$ cat config.mk
export PLATFORM = sky130hd
export DESIGN_NAME = udp_tx_arbiter
export DESIGN_NICKNAME = d
export VERILOG_FILES = /design/src/rtl/udp_tx_arbiter.sv
export SDC_FILE = /design/constraint.sdc
export NUM_CORES = 1
export LEC_CHECK = 0
export BUFFER_PORTS_ARGS = -buffer_cell sky130_fd_sc_hd__buf_2
export CAP_MARGIN = 10
export CORE_MARGIN = 2
export CORE_UTILIZATION = 55
export CTS_BUF_LIST = sky130_fd_sc_hd__clkbuf_16
export DETAILED_ROUTE_END_ITERATION = 7
export GPL_TIMING_DRIVEN = 0
export PLACE_DENSITY = 0.86
export RECOVER_POWER = 100
export SLEW_MARGIN = 10
export SYNTH_ARGS = -nofsm -noshare
export SYNTH_HDL_FRONTEND = slang
export SYNTH_SLANG_ARGS = --single-unit
export TNS_END_PERCENT = 30
$ cat constraint.sdc
create_clock -name eth_tx_clk -period 3.9 [get_ports eth_tx_clk]
set_input_delay 0.195 -clock eth_tx_clk [delete_from_list [all_inputs] [get_ports eth_tx_clk]]
set_output_delay 0.195 -clock eth_tx_clk [all_outputs]
set_load 0.02 [all_outputs]
$ cat src/rtl/udp_tx_arbiter.sv
// udp_tx_arbiter: shares one UDP transmit engine between two packet sources.
// Start requests are latched per channel. The engine is granted round-robin,
// one whole packet at a time, and an idle gap is enforced between packets.
// A watchdog aborts a packet whose done pulse never arrives.
module udp_tx_arbiter #(
    parameter int unsigned GAP_CYCLES     = 16,
    parameter int unsigned TIMEOUT_CYCLES = 1_000_000
) (
    input  logic        eth_tx_clk,
    input  logic        sys_rst,
    input  logic        ch0_tx_start_en,
    input  logic [15:0] ch0_tx_byte_num,
    input  logic [31:0] ch0_tx_data,
    output logic        ch0_tx_req,
    output logic        ch0_tx_done,
    input  logic        ch1_tx_start_en,
    input  logic [15:0] ch1_tx_byte_num,
    input  logic [31:0] ch1_tx_data,
    output logic        ch1_tx_req,
    output logic        ch1_tx_done,
    output logic        udp_tx_start_en,
    output logic [15:0] udp_tx_byte_num,
    output logic [31:0] udp_tx_data,
    input  logic        udp_tx_req,
    input  logic        udp_tx_done,
    output logic        grant,
    output logic        busy,
    output logic        timeout_err,
    output logic [15:0] drop_cnt
);

    typedef enum logic [1:0] {
        ST_IDLE  = 2'd0,
        ST_START = 2'd1,
        ST_BUSY  = 2'd2,
        ST_GAP   = 2'd3
    } state_t;

    localparam logic [19:0] WD_LIMIT = 20'(TIMEOUT_CYCLES - 1);
    localparam logic [7:0]  GAP_LAST = 8'(GAP_CYCLES - 1);

    state_t      state_q, state_d;
    logic [1:0]  pending_q, pending_d;
    logic [15:0] len0_q, len0_d;
    logic [15:0] len1_q, len1_d;
    logic        last_grant_q, last_grant_d;
    logic        grant_q, grant_d;
    logic [15:0] byte_num_q, byte_num_d;
    logic [19:0] wd_q, wd_d;
    logic [7:0]  gap_q, gap_d;
    logic [1:0]  done_q, done_d;
    logic        timeout_q, timeout_d;
    logic [15:0] drop_q, drop_d;

    logic        owner_s;
    logic [1:0]  drop_inc_s;
    logic [16:0] drop_sum_s;

    // Round-robin owner choice: on a tie the channel not served last wins.
    always_comb begin
        owner_s = 1'b0;
        if (pending_q == 2'b11) begin
            owner_s = ~last_grant_q;
        end else begin
            owner_s = pending_q[1];
        end
    end

    // Next-state logic: request latching, drop counting and the packet FSM.
    always_comb begin
        state_d      = state_q;
        pending_d    = pending_q;
        len0_d       = len0_q;
        len1_d       = len1_q;
        last_grant_d = last_grant_q;
        grant_d      = grant_q;
        byte_num_d   = byte_num_q;
        wd_d         = wd_q;
        gap_d        = gap_q;
        done_d       = 2'b00;
        timeout_d    = 1'b0;
        drop_inc_s   = 2'd0;

        // Channel 0 request: accepted only when nothing is already waiting.
        if (ch0_tx_start_en) begin
            if ((ch0_tx_byte_num != 16'd0) && !pending_q[0]) begin
                pending_d[0] = 1'b1;
                len0_d       = ch0_tx_byte_num;
            end else begin
                drop_inc_s = drop_inc_s + 2'd1;
            end
        end else begin
            len0_d = len0_q;
        end

        // Channel 1 request: same rules as channel 0.
        if (ch1_tx_start_en) begin
            if ((ch1_tx_byte_num != 16'd0) && !pending_q[1]) begin
                pending_d[1] = 1'b1;
                len1_d       = ch1_tx_byte_num;
            end else begin
                drop_inc_s = drop_inc_s + 2'd1;
            end
        end else begin
            len1_d = len1_q;
        end

        case (state_q)
            ST_IDLE: begin
                if (|pending_q) begin
                    grant_d            = owner_s;
                    byte_num_d         = owner_s ? len1_q : len0_q;
                    pending_d[owner_s] = 1'b0;
                    state_d            = ST_START;
                end else begin
                    state_d = ST_IDLE;
                end
            end
            ST_START: begin
                last_grant_d = grant_q;
                wd_d         = 20'd0;
                state_d      = ST_BUSY;
            end
            ST_BUSY: begin
                // A real done takes priority over a coincident watchdog expiry.
                if (udp_tx_done) begin
                    done_d[grant_q] = 1'b1;
                    gap_d           = 8'd0;
                    state_d         = ST_GAP;
                end else if (wd_q == WD_LIMIT) begin
                    done_d[grant_q] = 1'b1;
                    timeout_d       = 1'b1;
                    gap_d           = 8'd0;
                    state_d         = ST_GAP;
                end else begin
                    wd_d = wd_q + 20'd1;
                end
            end
            ST_GAP: begin
                if (gap_q == GAP_LAST) begin
                    state_d = ST_IDLE;
                end else begin
                    gap_d = gap_q + 8'd1;
                end
            end
            default: begin
                state_d = ST_IDLE;
            end
        endcase

        // Saturating drop counter; both channels may drop in one cycle.
        drop_sum_s = {1'b0, drop_q} + {15'd0, drop_inc_s};
        if (drop_sum_s[16]) begin
            drop_d = 16'hFFFF;
        end else begin
            drop_d = drop_sum_s[15:0];
        end
    end

    // State and datapath registers with synchronous reset.
    always_ff @(posedge eth_tx_clk) begin
        if (sys_rst) begin
            state_q      <= ST_IDLE;
            pending_q    <= 2'b00;
            len0_q       <= 16'd0;
            len1_q       <= 16'd0;
            last_grant_q <= 1'b1;
            grant_q      <= 1'b0;
            byte_num_q   <= 16'd0;
            wd_q         <= 20'd0;
            gap_q        <= 8'd0;
            done_q       <= 2'b00;
            timeout_q    <= 1'b0;
            drop_q       <= 16'd0;
        end else begin
            state_q      <= state_d;
            pending_q    <= pending_d;
            len0_q       <= len0_d;
            len1_q       <= len1_d;
            last_grant_q <= last_grant_d;
            grant_q      <= grant_d;
            byte_num_q   <= byte_num_d;
            wd_q         <= wd_d;
            gap_q        <= gap_d;
            done_q       <= done_d;
            timeout_q    <= timeout_d;
            drop_q       <= drop_d;
        end
    end

    // Status outputs are decoded straight from registered state.
    assign udp_tx_start_en = (state_q == ST_START);
    assign busy            = (state_q == ST_START) || (state_q == ST_BUSY);
    assign grant           = grant_q;
    assign udp_tx_byte_num = byte_num_q;
    assign timeout_err     = timeout_q;
    assign drop_cnt        = drop_q;
    assign ch0_tx_done     = done_q[0];
    assign ch1_tx_done     = done_q[1];

    // Request/data routing is combinational so the engine's req-to-data timing is kept.
    assign ch0_tx_req  = udp_tx_req & busy & (grant_q == 1'b0);
    assign ch1_tx_req  = udp_tx_req & busy & (grant_q == 1'b1);
    assign udp_tx_data = grant_q ? ch1_tx_data : ch0_tx_data;

endmodule

# Word level (Yosys, flattened, before mapping)
# Cells that the tools add are included.
# totals
memories,0
reg_bits,101
mem_bits_ro,0
out_inout_bits,72
ramBits,0
input_bits,102
wordCells,93
latchBits,0
# op_classes
addsub,4
div_mod_pow,0
muxes,33
n_reduce_logical,21
magnitude_cmp,4
mul,0
n_shift,0
n_bitwise,8
n_eq_ne,11
# ops
operator,count
$mux 20,2
$pmux 20 s2,1
$mux 16,2
$mux 32,1
$reduce_bool 16->1,2
$mux 8,3
$add 20x1->20 const B,1
$eq 20x20->1 const B,1
$mux 2,9
$add 16x2->17,1
$pmux 8 s2,1
$mux 1,11
$add 8x1->8 const B,1
$eq 8x4->1 const B,1
$ne 2x2->1 const B,4
$pmux 2 s4,1
$reduce_and 2->1,4
$eq 2x2->1 const B,3
$reduce_and 3->1,2
$logic_and 1x1->1,4
$lt 1x2->1 const B,2
$reduce_bool 2->1,2
$reduce_or 2->1,2
$and 1x1->1,3
12 further kinds,17

# Longest topological paths before layout
# Gate-level depths: netlist (run 1).
# logic_depth
depth_word,10
mapped_depth,13
depth_no_buf,13

# Worst setup path after synthesis (run 1)
# No wires, ideal clock.
# synth_timing
path_type,input -> register
from,input ch0_tx_byte_num[13]
to,"register drop_q[13], in the netlist drop_cnt[13]"
n_path_buf,1
t_arrival_ns,2.644
required_time_ns,3.830
setup_time_ns,0.070
cell_stages,13
slack_ns,1.185
cell_sequence,nor4_1 > and4_1 > o21a_1 > ha_1 > mux2_2 > ha_1 > inv_1 > fa_1 > nor2b_1 > nand3_1 > or2_2 > clkbuf_1 > a21oi_1
# synth_via
elab_chain_cells,9
# synth_lines
element,line,text
start: declaration,12,"input logic [15:0] ch0_tx_byte_num,"
$reduce_bool 16->1 (*),86,if ((ch0_tx_byte_num != 16'd0) && !pending_q[0]) begin
$logic_and 1x1->1 (*),86,
$mux 1 (*),86,
$mux 1 (*),85,if (ch0_tx_start_en) begin
$add 2x1->2,102,drop_inc_s = drop_inc_s + 2'd1;
$mux 2,98,if ((ch1_tx_byte_num != 16'd0) && !pending_q[1]) begin
$mux 2 (*),97,if (ch1_tx_start_en) begin
$add 16x2->17 (*),152,"drop_sum_s = {1'b0, drop_q} + {15'd0, drop_inc_s};"
$mux 16 (*),153,if (drop_sum_s[16]) begin
end signal: assignment,187,drop_q <= drop_d;
end: declaration,53,"logic [15:0] drop_q, drop_d;"
# Mark *: on every way between the ends. The rest lies on a longest branch, timed or not.
# A chain may end at the register's enable or synchronous reset.

# Final worst setup path (run 1)
# layout_timing
from,register wd_q[0]
to,register wd_q[11]
# layout_via
elab_chain_cells,4
word_cells_on_any_way,7
cone_classes,1 x add/sub; 2 x eq/ne; 3 x mux; 1 x reduce/logical
# layout_lines
element,line,text
start: declaration,49,"logic [19:0] wd_q, wd_d;"
start signal: assignment,183,wd_q <= wd_d;
$add 20x1->20,136,wd_d = wd_q + 20'd1;
$mux 20,130,end else if (wd_q == WD_LIMIT) begin
$mux 20,126,if (udp_tx_done) begin
$pmux 20 s2,108,case (state_q)
# Several ways; a longest one is shown, not always the timed one. The select of a mux whose other input is x is not followed.

==> metrics, run 1 <==
# Max-Cap Violations=1; worst slew pin tran=about 1.4 ns; Worst Path Max Fanout=10; row cnt=35; met1 usage=36.0%; cts hold-fix bufs=0; die width=100 µm; number of synthesized flops with an enable pin=0; Ys Warns=0; f_max=309 MHz; CP Cell Sequence=ha_1, nand3_1, or3_1, clkbuf_1, o311ai_1, nor2_1, o221a_2; first-pass GRT wire length=about 24000 µm; Peak VDD IR=roughly 0.00031 V; Core Util, Final=roughly 69%; Setup TNS=0 ns; Switching Fraction=39.3%; Post-CTS Setup Bufs=0; TritonCTS buffer count=9; Syn-to-layout area delta=22.8%; Max Root-Sink Buffers=2; Initial Util=a little under three fifths; RePlAce Congestion=about 0.91; die height=approximately 100 µm; routed len/inst=approximately 18 µm; DP Wirelength=11900 µm; P_leak=0.00245 µW; CP max stage delay=1.22 ns; clock power share=about a quarter; Nets=between 800 and 900; synthesized area=roughly 5000 µm²; final worst slack=approximately 0.66 ns; Power Internal=between 2000 and 2500 µW; share of total power in sequential cells=a little under two fifths; clock skew=~0.0090 ns; pwr/cell area=approximately 530 nW/µm²; max-slew violations=0; CTS root buf=clkbuf_16; Main synth FF type=dfxtp_1; clk_lat worst skew=roughly 0.35 ns; Syn Nets=approximately 680; met2 GRT Util=53.6%; CP Launch Type=register; Reg clk slew, reported paths=about 0.07 ns; largest net degree at the start of global routing=19; final wirelength=roughly 16000 µm; layout cells sized above 1=between 20% and 30%; vias in the first global route=4937; P_sw=1300 µW; final hold viol count=0; violated checks=max-capacitance violations; Synth Area per Inst=8.97 µm²; Critical Path Sink Type=register; H-tree lvl count=3; clk sinks=around 100; status=finished, violations left; vias post-DR=5227; dpl ws=0.409 ns; post-cts resize count=0; Yosys cell types=59; Comb pwr share=around 37%; Post-Synthesis Cells=570; async set-reset flop share out of synthesis=0%; Finish-stage setup viols=0; IO buf count=approximately 170; CTS tree=done; #FFs+latches synth=101; Routed Antenna Nets=0; sequential area share after synthesis=about two fifths; Tcrit/Tclk final=83.0%; CP Data Required Time=approximately 4.1 ns; Top Ports=about 170; Worst EP arrival=~3.5 ns; Tmin final=~3.2 ns; initial antenna violation count=1; Avg Vias per Cell=6.01; total grt overflow=0; global-route total usage across every layer=between 30% and 40%; busiest layer in global routing=met2; WS Path Type=register to register; RSZ-0062 raised after global routing=false; hold crit path type=input port to register; DR DRC count=0; met3 Use GR=about 6.5%; Worst path slowest cell=o311ai_1; Die ar.=roughly 10000 µm²; First-pass DRT Iterations=6; Core ar.=roughly 9000 µm²; Slew HR=2.40%; DR iter-0 viols=around 300
[synth_stat cells (6+ instances only)]
master | n | share of area, %
nand4_1 | 12 | 1.5
nand3_1 | 18 | 1.8
and3_1 | 6 | 0.73
nor4_1 | 14 | 1.7
xor2_1 | 8 | 1.4
a21oi_1 | 29 | 2.8
mux2i_1 | 51 | 10
clkbuf_1 | 26 | 1.9
a211oi_1 | 21 | 3.1
o21ai_0 | 12 | 1.2
inv_1 | 10 | 0.73
mux2_2 | 34 | 7.5
nor3_1 | 7 | 0.69
or3_1 | 8 | 0.98
ha_1 | 10 | 2.4
dfxtp_1 | 101 | 40
a31oi_1 | 7 | 0.86
nor2_1 | 72 | 5.3
nand2_1 | 37 | 2.7
[power groups by stage]
stage | Combinational [µW] | Sequential [µW] | Clock, µW
finish | 1220 | 1230 | 857
global route | 1320 | 1240 | 906
CTS | 1260 | 1220 | 862
detailed placement | 1240 | 1240 | 0
global placement | 1210 | 1240 | 0
floorplan | 764 | 1320 | 0
[final timing paths]
check | end | slack (ns) | startpoint | depth (start not counted)
setup / recovery | wd_q[11] | 0.66 | wd_q[0] | 7
hold / removal | len1_q[3] | 0.10 | ch1_tx_byte_num[3] | 3
setup reg to reg | wd_q[11] | 0.66 | wd_q[0] | 7
hold reg to reg | last_grant_q | 0.49 | last_grant_q | 2
[sequential cells by signal, indices dropped and copies added (netlist names)]
name / flops
drop_cnt: 16
udp_tx_byte_num: 16
done_q: 2
state_q: 2
last_grant_q: 1
pending_q: 2
grant: 1
gap_q: 8
timeout_err: 1
wd_q: 20
len1_q: 16
len0_q: 16
[critical path, delay by kind of cell, from the launching register on]
kind,cells,cell delay (ns)
AOI/OAI and AO/OA,2,1.52
adders and majority gates,1,0.23
and+or+nand+nor,3,0.81
DFF,1,0.39
buffers and inverters,1,0.19
[metrics by stage]
step           power, µW  area [µm²]  instances  hold slack [ns]
6_report            3310        6280        869            0.104
3_5_place_dp        2490        6110        852            0.459
5_1_grt             3460        6280        869            0.107
3_3_place_gp        2450        6110        852            0.452
2_1_floorplan       2080        5110        570            0.339
4_1_cts             3340        6390        868           0.0995
[placed cells by master (no fill, tap or decap), types with 6 or more instances in the layout]
cell type and count:
a211oi_1 21, a21oi_1 29, a31oi_1 7, and3_1 6, buf_2 106, clkbuf_1 100, clkbuf_16 9, dfxtp_1 101
ha_1 10, inv_1 10, mux2_1 7, mux2_2 27, mux2i_1 51, nand2_1 37, nand3_1 19, nand4_1 12
nor2_1 72, nor3_1 7, nor4_1 14, o21ai_0 12, or3_1 9, xor2_1 8
[area by class of cell]
cell class              count  area (µm²)
well taps                 111         139
multi-input cells         421        2880
diodes                      1        2.50
flip-flops and latches    101        2020
plain buffers              35         133
inverters                  13        48.8
clock buffers               9         225
repair buffers            171         773
fillers                   772        2830
clock inverters             7        56.3
[cells by family (layout without fill, tap and decap cells)]
group                    count (synthesis)  after routing  share of synthesized area, %
AND/OR/NAND/NOR                        210            210                          20.7
adder cells (fa/ha/maj)                 11             11                          2.84
buffers and inverters                   48            235                          3.79
AO/OA/AOI/OAI                          105            105                          13.9
XOR/XNOR                                10             10                          1.71
multiplexers                            85             85                          17.5
flip-flops                             101            101                          39.5
other                                    0              1                             0
[layer usage]
layer,vias up,part of all wire [%],wire length [µm]
li1,2465,-,-
met3,46,8.5,1340
met4,0,3.1,481
met2,294,50,7930
met1,2422,38,6020
met5,-,0,0
Power figures use the tool's default switching activity.
==> inputs of run 2 (changes only) <==
CORE_UTILIZATION = 51   (was 55)
PLACE_DENSITY = 0.81   (was 0.86)
clock period = 3.3 ns   (was 3.9 ns; I/O delays follow)
==> run 2 against run 1 <==
Effect of this change:
- the run now ends clean
- final cell count increased by 2.8%
- highest routed layer unchanged
- clock skew increased by 0.00056 ns
- sequential power increased by 18%
- non-clock buffer count unchanged
- utilization decreased by 4.2 points
- clock power increased by 27%
- first-iteration DRC count increased by 20%
- design area increased by 0.78%
- critical path depth unchanged
- global-route usage decreased by 2.2 points
- total power increased by 20%
- sequential cell count unchanged
==> metrics, run 2 (same netlist as run 1, synthesis figures left out) <==
Tmin final=3.05 ns (-0.186 ns); Post-CTS Setup Bufs=0 (unchanged); die height=104 µm (+3.7%); f_max=328 MHz (+6.1%); P_leak=0.00244 µW (-0.29%); clk sinks=101 (unchanged); Initial Util=52.3% (-3.8 points); CP Data Required Time=3.54 ns (-0.60 ns); Worst Path Max Fanout=10 (unchanged); post-cts resize count=0 (unchanged); die width=104 µm (+3.7%); Avg Vias per Cell=5.79 (-3.7%); Tot Pwr=3960 µW (+20%); total grt overflow=0 (unchanged); IO buf count=171 (unchanged); largest net degree at the start of global routing=19 (unchanged); largest reg by FF count=wd_q; H-tree lvl count=3 (unchanged); layout cells sized above 1=20.9% (+0.26 points); CTS tree=done; CP Launch Type=register; Tcrit/Tclk final=92.4% (+9.5 points); RePlAce Congestion=0.901 (-1.3%); clk_lat worst skew=0.35 ns (about the same); worst slew pin tran=1.34 ns (-0.0962 ns); Nets=865 (unchanged); DR DRC count=0 (unchanged); First-pass DRT Iterations=7 (+1); DP Wirelength=11800 µm (-0.23%); cts hold-fix bufs=0 (unchanged); Layout Cells excl Fill=893 (+2.8%); max FFs per register=20 (unchanged); Slew HR=8.92% (+6.5 points); initial antenna violation count=3 (+2); max-slew violations=0 (unchanged); Hold WS=0.0622 ns (-0.0418 ns); Syn-to-layout area delta=23.8%; status=completed; Die ar.=10800 µm² (+7.5%); CP Cell Sequence=ha_1, nand3_1, or3_1, clkbuf_1, o311ai_1, nor2_1, o221a_2; Routed Antenna Nets=0 (unchanged); RSZ-0062 raised after global routing=false; Placed Cells=874 (+2.6%); CTS root buf=clkbuf_16; final wirelength=15600 µm (-1.2%); Max Root-Sink Buffers=2 (unchanged); vias post-DR=5172 (-1.1%); CP max stage delay=1.13 ns (-0.09 ns); first-pass GRT wire length=24800 µm (+3.2%); Fillers=848 (+9.8%); pwr/cell area=626 nW/µm² (+19%); Setup TNS=0 ns (unchanged); WS Path Type=register to register; Worst path slowest cell=o311ai_1; global-route total usage across every layer=28.4% (-2.2 points); most common cell after layout, fill and taps aside=clkbuf_1; Worst EP arrival=3.29 ns (-0.19 ns); Top Ports=174 (unchanged); Critical Path Sink Type=register; vias in the first global route=5005 (+1.4%); Reg clk slew, reported paths=0.07 ns (about the same); Finish-stage setup viols=0 (unchanged); Peak VDD IR=0.000373 V (+22%); final hold viol count=0 (unchanged); TritonCTS buffer count=9 (unchanged); Core ar.=9770 µm² (+7.3%); DR iter-0 viols=360 (+20%); hold crit path type=input port to register; # Max-Cap Violations=0 (-1); clock skew=0.00952 ns (+0.000561 ns); most frequent cells in the layout=clkbuf_1 (106), dfxtp_1 (101), buf_2 (100); row cnt=36 (+2.9%); routed len/inst=17.4 µm (-3.9%)
-- run 2: changes by cell type in the layout (fill, tap and decap cells not counted), moves of 3 or more --
cell,change
mux2_2,+7
mux2_1,-7
buf_2,-6
clkbuf_1,+6
inv_6,+3
-- run 2: path summary, 6_finish.rpt --
path | startpoint | to | slack, ns | cells after the start
setup / recovery | wd_q[0] | wd_q[11] | 0.25 | 7
hold / removal | ch0_tx_byte_num[12] | len0_q[12] | 0.06 | 3
setup reg to reg | wd_q[0] | wd_q[11] | 0.25 | 7
hold reg to reg | last_grant_q | last_grant_q | 0.49 | 2
-- run 2: area by class of cell --
class | instances | area [µm²] | area share (%)
multi-input cells | 421 | 2880 | 45.6
flip-flops and latches | 101 | 2020 | 31.9
repair buffers | 171 | 766 | 12.1
clock buffers | 9 | 225 | 3.56
well taps | 133 | 166 | 2.63
plain buffers | 35 | 133 | 2.10
clock inverters | 7 | 77.6 | 1.23
inverters | 13 | 48.8 | 0.771
diodes | 3 | 7.51 | 0.119
-- run 2: critical path: cells and delay by family (launching register included) --
kind                     cells  cell delay (ns)
flip-flops                   1             0.39
AND/OR/NAND/NOR              3             0.73
adder cells (fa/ha/maj)      1             0.22
buffers and inverters        1             0.17
AO/OA/AOI/OAI                2             1.42
-- run 2: stage by stage --
| stage | cell area [µm²] | setup slack (ns) | util, % |
|---|---|---|---|
| 2_1_floorplan | 5110 | 0.615 | - |
| 3_3_place_gp | 6140 | -0.0783 | 62.8 |
| 3_5_place_dp | 6140 | -0.169 | 62.8 |
| 4_1_cts | 6440 | 0.188 | 65.9 |
| 5_1_grt | 6330 | 0.0487 | 64.7 |
| 6_report | 6330 | 0.249 | 64.7 |
-- run 2: layer usage --
layer	part of all wire, %	global-route usage, %	up-vias
met1	39	32.3	2412
met4	5.2	17.5	0
met3	6.5	4.89	53
met5	0	0	-
met2	49	49.5	253
li1	-	-	2454
-- run 2: where the power goes --
group	internal [µW]	leakage (µW)	switching [µW]
sequential	1360	0.000824	88.2
clock	598	0.000149	494
combinational	487	0.00147	936
==> inputs of run 3 (changes only) <==
ABC_AREA = 1   (was default)
CORE_MARGIN = 3   (was 2)
CORE_UTILIZATION = 52   (was 51)
GPL_ROUTABILITY_DRIVEN = 0   (was default)
==> run 3 against run 2 <==
Effect of this change:
- largest cell class unchanged
- largest power group is now combinational logic
- critical path type unchanged
- clock skew shrank 0.0014 ns
- sequential cell count is the same
- first-iteration DRC count shrank 13%
- combinational power grew 8%
- sequential power is essentially flat
- utilization grew 0.28 points
- register-to-register slack gained 0.20 ns
==> metrics, run 3 <==
status=completed; RR Startpoint=pending_q[0]; post-cts resize count=0 (unchanged); first-pass GRT wire length=24700 µm (-0.25%); clk_lat worst skew=0.35 ns (about the same); Nets=1157 (+34%); Top Ports=174 (unchanged); final worst slack=0.451 ns (+0.202 ns); Tmin final=2.85 ns (-0.202 ns); #FFs+latches synth=101 (unchanged); Area after DPL=6580 µm² (+7.2%); f_max=351 MHz (+7.1%); First-pass DRT Iterations=5 (-2); most frequent cells in the layout=nand2_1 (275), inv_1 (109), clkbuf_1 (103); worst slew pin tran=0.621 ns (-0.724 ns); layout cells sized above 1=13.0% (-7.9 points); routed len/inst=13.4 µm (-23%); Simple-Gate Fraction of Synth Area=35.5% (+15 points); cts hold-fix bufs=0 (unchanged); DR iter-0 viols=314 (-13%); clock skew=0.00812 ns (-0.00140 ns); Core ar.=10400 µm² (+6.1%); diode count=0 (-3); async set-reset flop share out of synthesis=0% (unchanged); Tot Pwr=4020 µW (+1.4%); final wirelength=15800 µm (+1.8%); CP Launch Type=register; area of the multi-input gates=2930 µm² (+1.8%); WS Path Type=register to register; WP buf/inv=4 (+3); largest net degree at the start of global routing=20 (+1); die height=109 µm (+4.9%); CP max stage delay=0.40 ns (-0.73 ns); Finish-stage setup viols=0 (unchanged); sequential area share after synthesis=36.5% (-3.1 points); final hold viol count=0 (unchanged); TritonCTS buffer count=9 (unchanged); cell accounting for the most synthesized area=dfxtp_1; Layout Cells excl Fill=1185 (+33%); Ys Warns=0 (unchanged); Worst Path Max Fanout=9 (-1); DP Wirelength=12200 µm (+3.3%); top cells by area, synth=dfxtp_1 (36%), nand2_1 (19%), inv_1 (7.2%), a21oi_1 (6.3%), nor2_1 (5.6%); # Max-Cap Violations=0 (unchanged); most used cell along the critical path=inv_1; Post-Synthesis Cells=861 (+51%); worst hold path depth=3 (unchanged); hold path endpoint=len0_q[6]; row cnt=37 (+2.8%); CP Cell Sequence=inv_1, a21boi_0, ha_1, mux2_2, ha_1, inv_1, fa_1, nor2_1, nand3_1, nor2_2, inv_1, nand3_1, nand2_1, inv_1; largest reg by FF count=wd_q; P_leak=0.00311 µW (+28%); pwr/cell area=596 nW/µm² (-4.9%); Synth Area per Inst=6.44 µm² (-28%); Placed Cells=1169 (+34%); Setup TNS=0 ns (unchanged); Peak VDD IR=0.000414 V (+11%); Syn-to-layout area delta=21.6%; Syn Nets=974 (+43%); HP Start=ch0_tx_byte_num[6]; most frequent cell after synthesis=nand2_1; Main synth FF type=dfxtp_1; Worst Reg-to-Reg Cells=14 (+7); post-synthesis compound-gate area fraction=13.0% (-0.97 points); CP Data Required Time=3.60 ns (+0.06 ns); max-slew violations=0 (unchanged); dpl ws=0.300 ns (+0.469 ns); die width=109 µm (+4.9%); synth cell count leaders=nand2_1 (274), inv_1 (106), dfxtp_1 (101), nor2_1 (82), a21oi_1 (70); total grt overflow=0 (unchanged); CTS root buf=clkbuf_16; Worst path slowest cell=fa_1; clk sinks=101 (unchanged); post-synthesis adder-cell area fraction=2.62% (-0.22 points); Top delay family on crit path=simple AND/OR/NAND/NOR gates; post-synthesis mux area share=0.406% (-17 points); Routed Antenna Nets=0 (unchanged); Fillers=1068 (+26%); synthesized area=5550 µm² (+8.4%); FF/Latch Area=2020 µm² (unchanged); IO buf count=172 (+0.58%); hold crit path type=input port to register; CTS tree=done; Max Root-Sink Buffers=2 (unchanged); DR DRC count=0 (unchanged); global-route total usage across every layer=26.3% (-2.2 points); Avg Vias per Cell=5.11 (-12%); most common cell after layout, fill and taps aside=nand2_1; Worst EP arrival=3.15 ns (-0.14 ns); fin area=6740 µm² (+6.5%); H-tree lvl count=3 (unchanged); RR Endpoint=drop_cnt[12]; number of synthesized flops with an enable pin=0 (unchanged); initial antenna violation count=0 (-3); Slew HR=58.4% (+50 points); worst reg-to-reg setup slack=0.45 ns (+0.20 ns); Yosys top cell area share=36.5% (-3.1 points); main combinational cell family by area after synthesis=simple AND/OR/NAND/NOR gates; Die ar.=11900 µm² (+10%); RSZ-0062 raised after global routing=false; vias post-DR=6051 (+17%); Yosys cell types=39 (-34%); Synth Area in XOR/XNOR=1.90% (+0.18 points); Initial Util=53.5% (+1.2 points); Reg clk slew, reported paths=0.08 ns (about the same); Tcrit/Tclk final=86.3% (-6.1 points); Post-CTS Setup Bufs=0 (unchanged); max FFs per register=20 (unchanged); vias in the first global route=5363 (+7.2%); Critical Path Sink Type=register
## run 3: cell count changes after synthesis, moves of 20 or more
cell / delta
nand3_1: +24
a21oi_1: +41
inv_1: +96
a211oi_1: -20
o21ai_0: +30
mux2_2: -32
nand2_1: +237
mux2i_1: -51
## run 3: cells by family after synthesis
kind of cell	count (synthesis)
buffers and inverters	145
xor gates and xnor gates	12
adders and majority gates	11
AOI/OAI and AO/OA	134
DFF	101
muxes	2
and+or+nand+nor	456
## run 3: cell type report
| cell class | count | area share [%] |
|---|---|---|
| clock buffers | 9 | 3.34 |
| inverters | 110 | 6.12 |
| multi-input cells | 615 | 43.5 |
| clock inverters | 7 | 0.983 |
| plain buffers | 35 | 2.10 |
| repair buffers | 172 | 11.4 |
| well taps | 136 | 2.52 |
| flip-flops and latches | 101 | 30.0 |
## run 3: power by group
group | total (µW) | internal, µW | switching, µW
clock | 1040 | 532 | 512
combinational | 1530 | 432 | 1100
sequential | 1440 | 1360 | 80.8
total | 4020 | 2330 | 1690
## run 3: worst reg2reg max path: stages, from the launching register on
cell	delay [ns]
dfxtp_1	0.37
inv_1	0.06
a21boi_0	0.26
ha_1	0.18
mux2_2	0.14
ha_1	0.15
inv_1	0.06
fa_1	0.40
nor2_1	0.21
nand3_1	0.18
nor2_2	0.31
inv_1	0.23
nand3_1	0.13
nand2_1	0.05
inv_1	0.06
## run 3: through the flow
stage | utilization (%) | hold WS (ns)
after floorplan | - | 0.354
after global placement | 63.4 | 0.432
after detailed placement | 63.4 | 0.435
after CTS | 66.2 | 0.102
after global routing | 65.0 | 0.110
final | 65.0 | 0.100
## run 3: per-layer routing
metal	share of wire (%)	track usage [%]	vias to the layer above
li1	-	-	3097
met1	41	31.1	2706
met2	48	46.9	228
met3	9.8	6.10	20
met4	1.5	8.10	0
met5	0	0	-
## run 3: worst max-delay path by stage
stage | start | to | cells past startpoint
after global placement | ch0_tx_byte_num[2] | drop_cnt[13] | 18
after global routing | pending_q[0] | drop_cnt[13] | 14
after floorplan | ch0_tx_byte_num[0] | drop_cnt[12] | 18
after CTS | pending_q[0] | drop_cnt[9] | 14
after detailed placement | ch0_tx_byte_num[2] | drop_cnt[12] | 18
final | pending_q[0] | drop_cnt[12] | 14
